### src/rtl/key_ingress_fifo_if.sv
// Consumer-side stream of the key ingress FIFO: head key, folded index and valid/ready.
// The FIFO drives the master side and the bloom counter stage sits on the slave side.
interface key_ingress_fifo_if #(
    parameter int KEY_W = 8,
    parameter int IDX_W = 4
);
    logic [KEY_W-1:0] key_o;
    logic [IDX_W-1:0] idx_o;
    logic             key_valid_o;
    logic             key_ready_i;

    modport master (
        output key_o,
        output idx_o,
        output key_valid_o,
        input  key_ready_i
    );

    modport slave (
        input  key_o,
        input  idx_o,
        input  key_valid_o,
        output key_ready_i
    );
endinterface

### src/rtl/key_ingress_fifo.sv
// Synchronises an asynchronous key bus and strobe into user_clock2, pushes one key per strobe
// rising edge into a small first-word-fall-through FIFO and tracks dropped keys.
module key_ingress_fifo #(
    parameter int KEY_W       = 8,
    parameter int IDX_W       = 4,
    parameter int DEPTH       = 4,
    parameter int SYNC_STAGES = 2
) (
    input  logic                     user_clock2,
    input  logic                     rst_n,
    input  logic [KEY_W-1:0]         raw_key,
    input  logic                     raw_strobe,
    input  logic                     clear_i,
    key_ingress_fifo_if.master       stream,
    output logic [$clog2(DEPTH):0]   level_o,
    output logic                     overflow_o,
    output logic [7:0]               drop_cnt_o
);
    localparam int AW = $clog2(DEPTH);
    localparam logic [AW:0] FULL_LVL = (AW+1)'(DEPTH);

    function automatic logic [IDX_W-1:0] fold_idx(input logic [KEY_W-1:0] k);
        logic [IDX_W-1:0] acc;
        acc = '0;
        for (int i = 0; i < KEY_W / IDX_W; i++) begin
            acc = acc ^ k[i*IDX_W +: IDX_W];
        end
        return acc;
    endfunction

    logic [KEY_W:0]       sync_r [SYNC_STAGES];
    logic [SYNC_STAGES-1:0] fill_r;
    logic                 strobe_d_r;
    logic                 armed_r;
    logic [AW:0]          wr_ptr_r;
    logic [AW:0]          rd_ptr_r;
    logic [KEY_W-1:0]     mem_r [DEPTH];

    logic                 s_strobe_s;
    logic [KEY_W-1:0]     s_key_s;
    logic                 rise_s;
    logic [AW:0]          level_s;
    logic                 valid_s;
    logic                 full_s;
    logic                 pop_s;
    logic                 push_s;
    logic                 drop_s;

    // Strobe and key travel together as one word so they stay cycle-aligned.
    always_ff @(posedge user_clock2 or negedge rst_n) begin
        if (!rst_n) begin
            for (int i = 0; i < SYNC_STAGES; i++) begin
                sync_r[i] <= '0;
            end
        end else begin
            sync_r[0] <= {raw_strobe, raw_key};
            for (int i = 1; i < SYNC_STAGES; i++) begin
                sync_r[i] <= sync_r[i-1];
            end
        end
    end

    // Edge detector; armed only once a genuine low strobe has been seen after reset,
    // so the zeros flushed through the synchroniser do not fake a rising edge.
    always_ff @(posedge user_clock2 or negedge rst_n) begin
        if (!rst_n) begin
            fill_r     <= '0;
            strobe_d_r <= 1'b0;
            armed_r    <= 1'b0;
        end else begin
            fill_r     <= {fill_r[SYNC_STAGES-2:0], 1'b1};
            strobe_d_r <= s_strobe_s;
            armed_r    <= armed_r | (fill_r[SYNC_STAGES-1] & ~s_strobe_s);
        end
    end

    // Push/pop decode; a full FIFO still accepts a push when the head leaves in the same cycle.
    always_comb begin
        s_strobe_s = sync_r[SYNC_STAGES-1][KEY_W];
        s_key_s    = sync_r[SYNC_STAGES-1][KEY_W-1:0];
        rise_s     = s_strobe_s & ~strobe_d_r & armed_r;
        level_s    = wr_ptr_r - rd_ptr_r;
        valid_s    = (level_s != '0);
        full_s     = (level_s == FULL_LVL);
        pop_s      = valid_s & stream.key_ready_i;
        push_s     = rise_s & (~full_s | pop_s);
        drop_s     = rise_s & full_s & ~pop_s;
    end

    // Wrap-bit pointers
    always_ff @(posedge user_clock2 or negedge rst_n) begin
        if (!rst_n) begin
            wr_ptr_r <= '0;
            rd_ptr_r <= '0;
        end else if (clear_i) begin
            wr_ptr_r <= '0;
            rd_ptr_r <= '0;
        end else begin
            wr_ptr_r <= wr_ptr_r + (AW+1)'(push_s);
            rd_ptr_r <= rd_ptr_r + (AW+1)'(pop_s);
        end
    end

    // Storage array
    always_ff @(posedge user_clock2) begin
        if (push_s && !clear_i) begin
            mem_r[wr_ptr_r[AW-1:0]] <= s_key_s;
        end
    end

    // Sticky overflow flag and saturating drop counter
    always_ff @(posedge user_clock2 or negedge rst_n) begin
        if (!rst_n) begin
            overflow_o <= 1'b0;
            drop_cnt_o <= 8'd0;
        end else if (clear_i) begin
            overflow_o <= 1'b0;
            drop_cnt_o <= 8'd0;
        end else if (drop_s) begin
            overflow_o <= 1'b1;
            if (drop_cnt_o != 8'hFF) begin
                drop_cnt_o <= drop_cnt_o + 8'd1;
            end else begin
                drop_cnt_o <= drop_cnt_o;
            end
        end else begin
            overflow_o <= overflow_o;
            drop_cnt_o <= drop_cnt_o;
        end
    end

    // Head presentation; an empty FIFO shows zero rather than a stale entry.
    always_comb begin
        stream.key_valid_o = valid_s;
        level_o            = level_s;
        if (valid_s) begin
            stream.key_o = mem_r[rd_ptr_r[AW-1:0]];
        end else begin
            stream.key_o = '0;
        end
        stream.idx_o = fold_idx(stream.key_o);
    end
endmodule

### src/flat_wrapper.sv
// flat-port wrapper written by rule: the top's interface ports become plain ports
module key_ingress_fifo_flat 
#(
    parameter int KEY_W       = 8,
    parameter int IDX_W       = 4,
    parameter int DEPTH       = 4,
    parameter int SYNC_STAGES = 2
)
  (user_clock2, rst_n, raw_key, raw_strobe, clear_i, level_o, overflow_o, drop_cnt_o, stream_key_o, stream_idx_o, stream_key_valid_o, stream_key_ready_i);
  key_ingress_fifo_if #(.KEY_W(KEY_W), .IDX_W(IDX_W)) stream_i ();
  input  logic user_clock2;
  input  logic rst_n;
  input  logic [KEY_W-1:0] raw_key;
  input  logic raw_strobe;
  input  logic clear_i;
  output logic [$clog2(DEPTH):0] level_o;
  output logic overflow_o;
  output logic [7:0] drop_cnt_o;
  output wire logic [$bits(stream_i.key_o)-1:0] stream_key_o;
  output wire logic [$bits(stream_i.idx_o)-1:0] stream_idx_o;
  output wire logic [$bits(stream_i.key_valid_o)-1:0] stream_key_valid_o;
  input wire logic [$bits(stream_i.key_ready_i)-1:0] stream_key_ready_i;
  assign stream_key_o = stream_i.key_o;
  assign stream_idx_o = stream_i.idx_o;
  assign stream_key_valid_o = stream_i.key_valid_o;
  assign stream_i.key_ready_i = stream_key_ready_i;
  key_ingress_fifo #(.KEY_W(KEY_W), .IDX_W(IDX_W), .DEPTH(DEPTH), .SYNC_STAGES(SYNC_STAGES)) u_core (.user_clock2(user_clock2), .rst_n(rst_n), .raw_key(raw_key), .raw_strobe(raw_strobe), .clear_i(clear_i), .stream(stream_i), .level_o(level_o), .overflow_o(overflow_o), .drop_cnt_o(drop_cnt_o));
endmodule
### config.mk
export PLATFORM = sky130hd
export DESIGN_NAME = key_ingress_fifo_flat
export DESIGN_NICKNAME = d
export VERILOG_FILES = /design/src/rtl/key_ingress_fifo_if.sv /design/src/rtl/key_ingress_fifo.sv /design/src/flat_wrapper.sv
export SDC_FILE = /design/constraint.sdc
export NUM_CORES = 1
export LEC_CHECK = 0
export BUFFER_PORTS_ARGS = -buffer_cell sky130_fd_sc_hd__buf_2
export CORE_UTILIZATION = 25
export DETAILED_ROUTE_END_ITERATION = 6
export SETUP_SLACK_MARGIN = 0.02
export SLEW_MARGIN = 30
export SYNTH_ARGS = -nofsm -noshare
export SYNTH_HDL_FRONTEND = slang
export SYNTH_SLANG_ARGS = --single-unit
### constraint.sdc
create_clock -name user_clock2 -period 8.8 [get_ports user_clock2]
set_clock_uncertainty 0.15 [all_clocks]
set_input_delay 0.44 -clock user_clock2 [delete_from_list [all_inputs] [get_ports user_clock2]]
set_output_delay 0.44 -clock user_clock2 [all_outputs]
set_load 0.005 [all_outputs]
==> results of run 1 <==
==> metrics by stage <==
stage / hold WS (ps) / instance area, um^2 / cells / util
after floorplan: -5.59 / 2700 / 172 / -
after global placement: 182 / 3050 / 343 / 0.295
after detailed placement: 185 / 3050 / 343 / 0.295
after CTS: 30.2 / 3280 / 359 / 0.316
after global routing: 30.8 / 3290 / 360 / 0.317
final: 48.9 / 3290 / 360 / 0.317
==> kinds of logic after synthesis <==
| group | share of synthesized area |
|---|---|
| DFF | 0.700 |
| AOI/OAI and AO/OA | 0.0376 |
| and+or+nand+nor | 0.104 |
| adders and majority gates | 0.0353 |
| xor gates and xnor gates | 0.0279 |
| muxes | 0.0669 |
| buffers and inverters | 0.0265 |
| other | 0.00139 |
==> final timing paths <==
path	cells past startpoint	end	slack, ps
worst max-delay path	8	stream_key_o[6]	5480
worst min-delay path	1	u_core.sync_r[17]	50
worst max register to register	11	u_core.rd_ptr_r[2]	5710
worst min register to register	0	u_core.fill_r[1]	200
max in group asynchronous	2	u_core.s_key_s[6]	7700
min in group asynchronous	2	u_core.drop_cnt_o[5]	440
==> metal layers <==
metal  global-route usage  up-vias  part of all wire
met1                0.123      739              0.49
met3               0.0260       10             0.036
met4               0.0585        0             0.024
met2                0.155       33              0.45
li1                     -      724                 -
met5                    0        -                 0
==> power groups by stage <==
stage          clock (mW)  sequential (mW)  combinational (mW)
2_1_floorplan           0            0.362               0.129
3_3_place_gp            0            0.376               0.201
3_5_place_dp            0            0.377               0.203
4_1_cts             0.294            0.370               0.204
5_1_grt             0.307            0.372               0.230
6_report            0.285            0.368               0.198
==> final cells by class <==
class,count,area [um^2]
clock inverter,7,97.6
inverter,10,37.5
tap,136,170
clock buffer,9,124
fill,1064,7080
sequential,69,1890
timing repair buffer,43,235
multi-input combinational,86,737
==> Yosys cell counts (all sizes together) (4+ instances only) <==
| master | n |
|---|---|
| mux4 | 8 |
| nor2b | 13 |
| nand3 | 4 |
| dfrtp | 37 |
| xnor2 | 6 |
| inv | 10 |
| a21oi | 9 |
| clkbuf | 4 |
| nor4 | 5 |
| nor2 | 7 |
| or4 | 4 |
| ha | 6 |
| edfxtp | 32 |
==> sequential cells by signal (all words and copies together), names as in the netlist, 2 cells and up <==
signal	flops
u_core.drop_cnt_o	8
u_core.fill_r	2
u_core.mem_r	32
u_core.rd_ptr_r	3
u_core.s_key_s	8
u_core.sync_r	9
u_core.wr_ptr_r	3
==> what timing repair did <==
item                                    CTS  global route
hold buffers                              0             1
endpoints found under the hold margin     0            37
endpoints found under the setup margin    0             0
buffers inserted                          0             0
==> run summary, run 1 <==
Period Utilization, post-route = 0.377
cell taking the most area after synthesis = edfxtp_1
First DRT Iteration DRCs = 71
sequential share of power = 0.433
gr usage total = 0.0993
Num Clock Sinks = 69
vias = 1506
layout cell share with drive strength beyond 1 = 0.299
Starting Density = 0.260
worst hold path type = primary input to register
P per Cell Area = 259 nW/um^2
Routed Antenna Nets = 0
Leak = 1.33 nW
CP arrival = 2730 ps
Hold Vio Cnt, Final = 0
Syn. warnings = 0
DR pass1 iterations = 4
GPL Wtd Cong = 0.682
Num CTS Buffers = 9
RSZ-0062 raised after global routing = no
CP Capture Type = output port
Synth-to-Final Area Change = 22.0%
total negative slack = 0 ps
synthesized instance count = 172
share of the synthesized area in the top cell type = 0.357
Rows = 37
Post-Syn Area = 2700 um^2
Post-synth ARST share = 0.536
worst rel slew slack = 0.589
Cell Chain, Critical Path = ha_1, fa_1, xnor3_1, inv_1, nor3_1, buf_4, nor2b_1, buf_2
post-place setup slack = 5670 ps
Ports = 38
Post-synth EDFFs = 32
part of the power in the clock network = 0.335
Final Power = 0.851 mW
H-Tree Depth = 3
Crit. Startpoint = u_core.rd_ptr_r[0]
Core Box Area = 10400 um^2
clk root buf = clkbuf_8
Max Cap Viol = 0
highest-count cells in the layout ignoring fill and taps = dfrtp_1 (37), buf_2 (36), edfxtp_1 (32), nor2b_1 (13), inv_1 (10)
port buffer count = 37
post-layout minimum cycle time = 3320 ps
net count reported at finish = 239
number of global-route vias before repair = 1646
Setup crit start kind = register
vias per cell = 4.18
clock tree buffer depth = 2
Critical Path RT = 8210 ps
dpl hpwl = 3200 um
Worst-Skew Late Latency = 340 ps
ranking of synthesized cells by area = edfxtp_1 (36%), dfrtp_1 (34%), mux4_2 (6.7%)
Netlist cell types = 32
worst-margin pin slew = 614 ps
synthesized area per cell = 15.7 um^2
Slew Limit Fails = 0
syn nets = 192
crit-path max FO = 14
count of final setup violators = 0
pin count of the biggest net entering global routing = 38
diode count = 0
VDD IR-drop max = 0.0000865 V
switching power = 0.237 mW
Crit Path Class = register to output port
Die X = 106 um
commonest non-fill, non-tap cell in the layout = dfrtp_1
combinational share of power = 0.233
first-pass GRT wire length = 8250 um
hold path startpoint = raw_strobe
CTS tree = built
WP buf/inv = 3
status = finished clean
switching share of power = 0.278
die area = 11200 um^2
Internal Power = 0.615 mW
DRC = 0
Resize count post-CTS = 0
delay-heaviest family, CP = adder cells
Yosys reg bits = 69
Setup WS post-layout = 5480 ps
die height = 106 um
initial antenna violation count = 0
Max Clk Rate = 301 MHz
Main synth FF type = dfrtp_1
FF-to-FF Start = u_core.rd_ptr_r[0]
clock-pin slew on the worst setup and hold paths = 80 ps
total wire length = 4850 um
drt wl/cell = 13.5 um
total congestion overflow = 0
Crit-path slowest cell = dfrtp_1
sequential-to-total area share from yosys stat = 0.700
max incr delay on CP = 600 ps
No activity file was read; power rests on OpenSTA's default activity.
==> inputs of run 2 (changes only) <==
==> constraint.sdc (replaced) <==
create_clock -name user_clock2 -period 3.25 [get_ports user_clock2]
set_clock_uncertainty 0.15 [all_clocks]
set_input_delay 0.1625 -clock user_clock2 [delete_from_list [all_inputs] [get_ports user_clock2]]
set_output_delay 0.1625 -clock user_clock2 [all_outputs]
set_load 0.005 [all_outputs]
==> run summary, run 2 (synthesized netlist as in run 1, its figures left out) <==
DRC = 0 (unchanged)
Crit Path Class = register to output port
status = finished clean
crit-path max FO = 13 (-1)
Core Box Area = 10400 um^2 (unchanged)
delay-heaviest family, CP = adder cells
worst hold path type = primary input to register
worst-margin pin slew = 596 ps (-18.0 ps)
total wire length = 4830 um (-0.35%)
pin count of the biggest net entering global routing = 38 (unchanged)
DP Area = 3070 um^2 (+0.49%)
clk root buf = clkbuf_8
First DRT Iteration DRCs = 47 (-34%)
vias per cell = 4.18 (-0.13%)
Num CTS Buffers = 9 (unchanged)
layout cell share with drive strength beyond 1 = 0.289 (-0.00975)
initial antenna violation count = 0 (unchanged)
Hold Vio Cnt, Final = 0 (unchanged)
WP buf/inv = 4 (+1)
clock tree buffer depth = 2 (unchanged)
Die X = 106 um (unchanged)
die height = 106 um (unchanged)
CTS tree = built
VDD IR-drop max = 0.000211 V (+140%)
commonest non-fill, non-tap cell in the layout = dfrtp_1
Filler cells = 1051 (-1.2%)
fin area = 3360 um^2 (+2.1%)
die area = 11200 um^2 (unchanged)
count of final setup violators = 0 (unchanged)
Cell Chain, Critical Path = inv_1, ha_1, fa_1, xnor3_1, inv_1, nor3_1, buf_4, nor2_1, buf_2
Starting Density = 0.260 (unchanged)
Max Cap Viol = 0 (unchanged)
H-Tree Depth = 3 (unchanged)
Rows = 37 (unchanged)
Setup WS post-layout = 434 ps (-5050 ps)
GPL Wtd Cong = 0.690 (+1.2%)
Leak = 1.36 nW (+2.5%)
drt wl/cell = 13.0 um (-3.3%)
total congestion overflow = 0 (unchanged)
max incr delay on CP = 440 ps (-160 ps)
number of global-route vias before repair = 1507 (-8.4%)
CP arrival = 2500 ps (-230 ps)
vias = 1550 (+2.9%)
total negative slack = 0 ps (unchanged)
Slew Limit Fails = 0 (unchanged)
Critical Path RT = 2940 ps (-5270 ps)
Setup crit start kind = register
Num Clock Sinks = 69 (unchanged)
post-layout minimum cycle time = 2820 ps
net count reported at finish = 250 (+4.6%)
Routed Antenna Nets = 0 (unchanged)
diode count = 0 (unchanged)
DR pass1 iterations = 4 (unchanged)
Synth-to-Final Area Change = 24.5%
post-place setup slack = 499 ps (-5180 ps)
Worst-Skew Late Latency = 340 ps (about the same)
highest-count cells in the layout ignoring fill and taps = dfrtp_1 (37), buf_2 (36), edfxtp_1 (32), nor2b_1 (13)
Max Clk Rate = 355 MHz
Crit-path slowest cell = xnor3_1
fin cells = 371 (+3.1%)
worst rel slew slack = 0.601 (+0.0120)
dpl hpwl = 3190 um (-0.47%)
cell mode on critical path = inv_1
Resize count post-CTS = 0 (unchanged)
CP Capture Type = output port
Period Utilization, post-route = 0.866
RSZ-0062 raised after global routing = no
first-pass GRT wire length = 7970 um (-3.4%)
Final Power = 2.18 mW (+160%)
max FFs per register = 32 (unchanged)
Ports = 38 (unchanged)
P per Cell Area = 650 nW/um^2 (+150%)
port buffer count = 37 (unchanged)
gr usage total = 0.0958 (-0.00349)
clock-pin slew on the worst setup and hold paths = 80 ps (about the same)
cell total after placement = 345 (+0.58%)
==> run 2: metrics by stage <==
step / hold WS, ps / utilization
2_1_floorplan: -283 / -
3_3_place_gp: 121 / 0.296
3_5_place_dp: 123 / 0.296
4_1_cts: 57.6 / 0.323
5_1_grt: 82.2 / 0.324
6_report: 83.0 / 0.324
==> run 2: where the power goes <==
group	internal, mW	total [mW]	leakage (nW)	switching (mW)
clock	0.303	0.636	0.0909	0.333
combinational	0.298	0.580	0.522	0.283
sequential	0.947	0.966	0.750	0.0193
total	1.55	2.18	1.36	0.635
==> run 2: worst paths after layout <==
check	start	end	slack, ps	cells after the start
max in group asynchronous	rst_n	u_core.sync_r[15]	2430	2
worst min register to register	u_core.sync_r[17]	u_core.s_strobe_s	200	0
worst min-delay path	clear_i	u_core.wr_ptr_r[2]	80	2
worst max-delay path	u_core.wr_ptr_r[0]	stream_idx_o[2]	430	9
worst max register to register	u_core.wr_ptr_r[0]	u_core.wr_ptr_r[2]	490	10
min in group asynchronous	rst_n	u_core.drop_cnt_o[2]	170	2
==> run 2: final cells by class <==
type                            instances  area, um^2  share of cell area
Clock buffer                           10         138              0.0410
Clock inverter                          6        46.3              0.0138
Timing Repair Buffer                   54         340               0.101
Sequential cell                        69        1890               0.562
Multi-Input combinational cell         86         737               0.220
Tap cell                              136         170              0.0507
Inverter                               10        37.5              0.0112
==> run 2: metal layers <==
metal / vias up / share of wire / wire length (um) / track usage
li1: 747 / - / - / -
met1: 753 / 0.49 / 2360 / 0.127
met2: 41 / 0.45 / 2190 / 0.141
met3: 9 / 0.040 / 195 / 0.0254
met4: 0 / 0.018 / 85 / 0.0565
met5: - / 0 / 0 / 0
==> run 2: timing repair <==
| action | CTS | global route |
|---|---|---|
| hold endpoints to repair | 46 | 0 |
| hold buffers | 10 | 0 |
| buffers inserted | 0 | 0 |
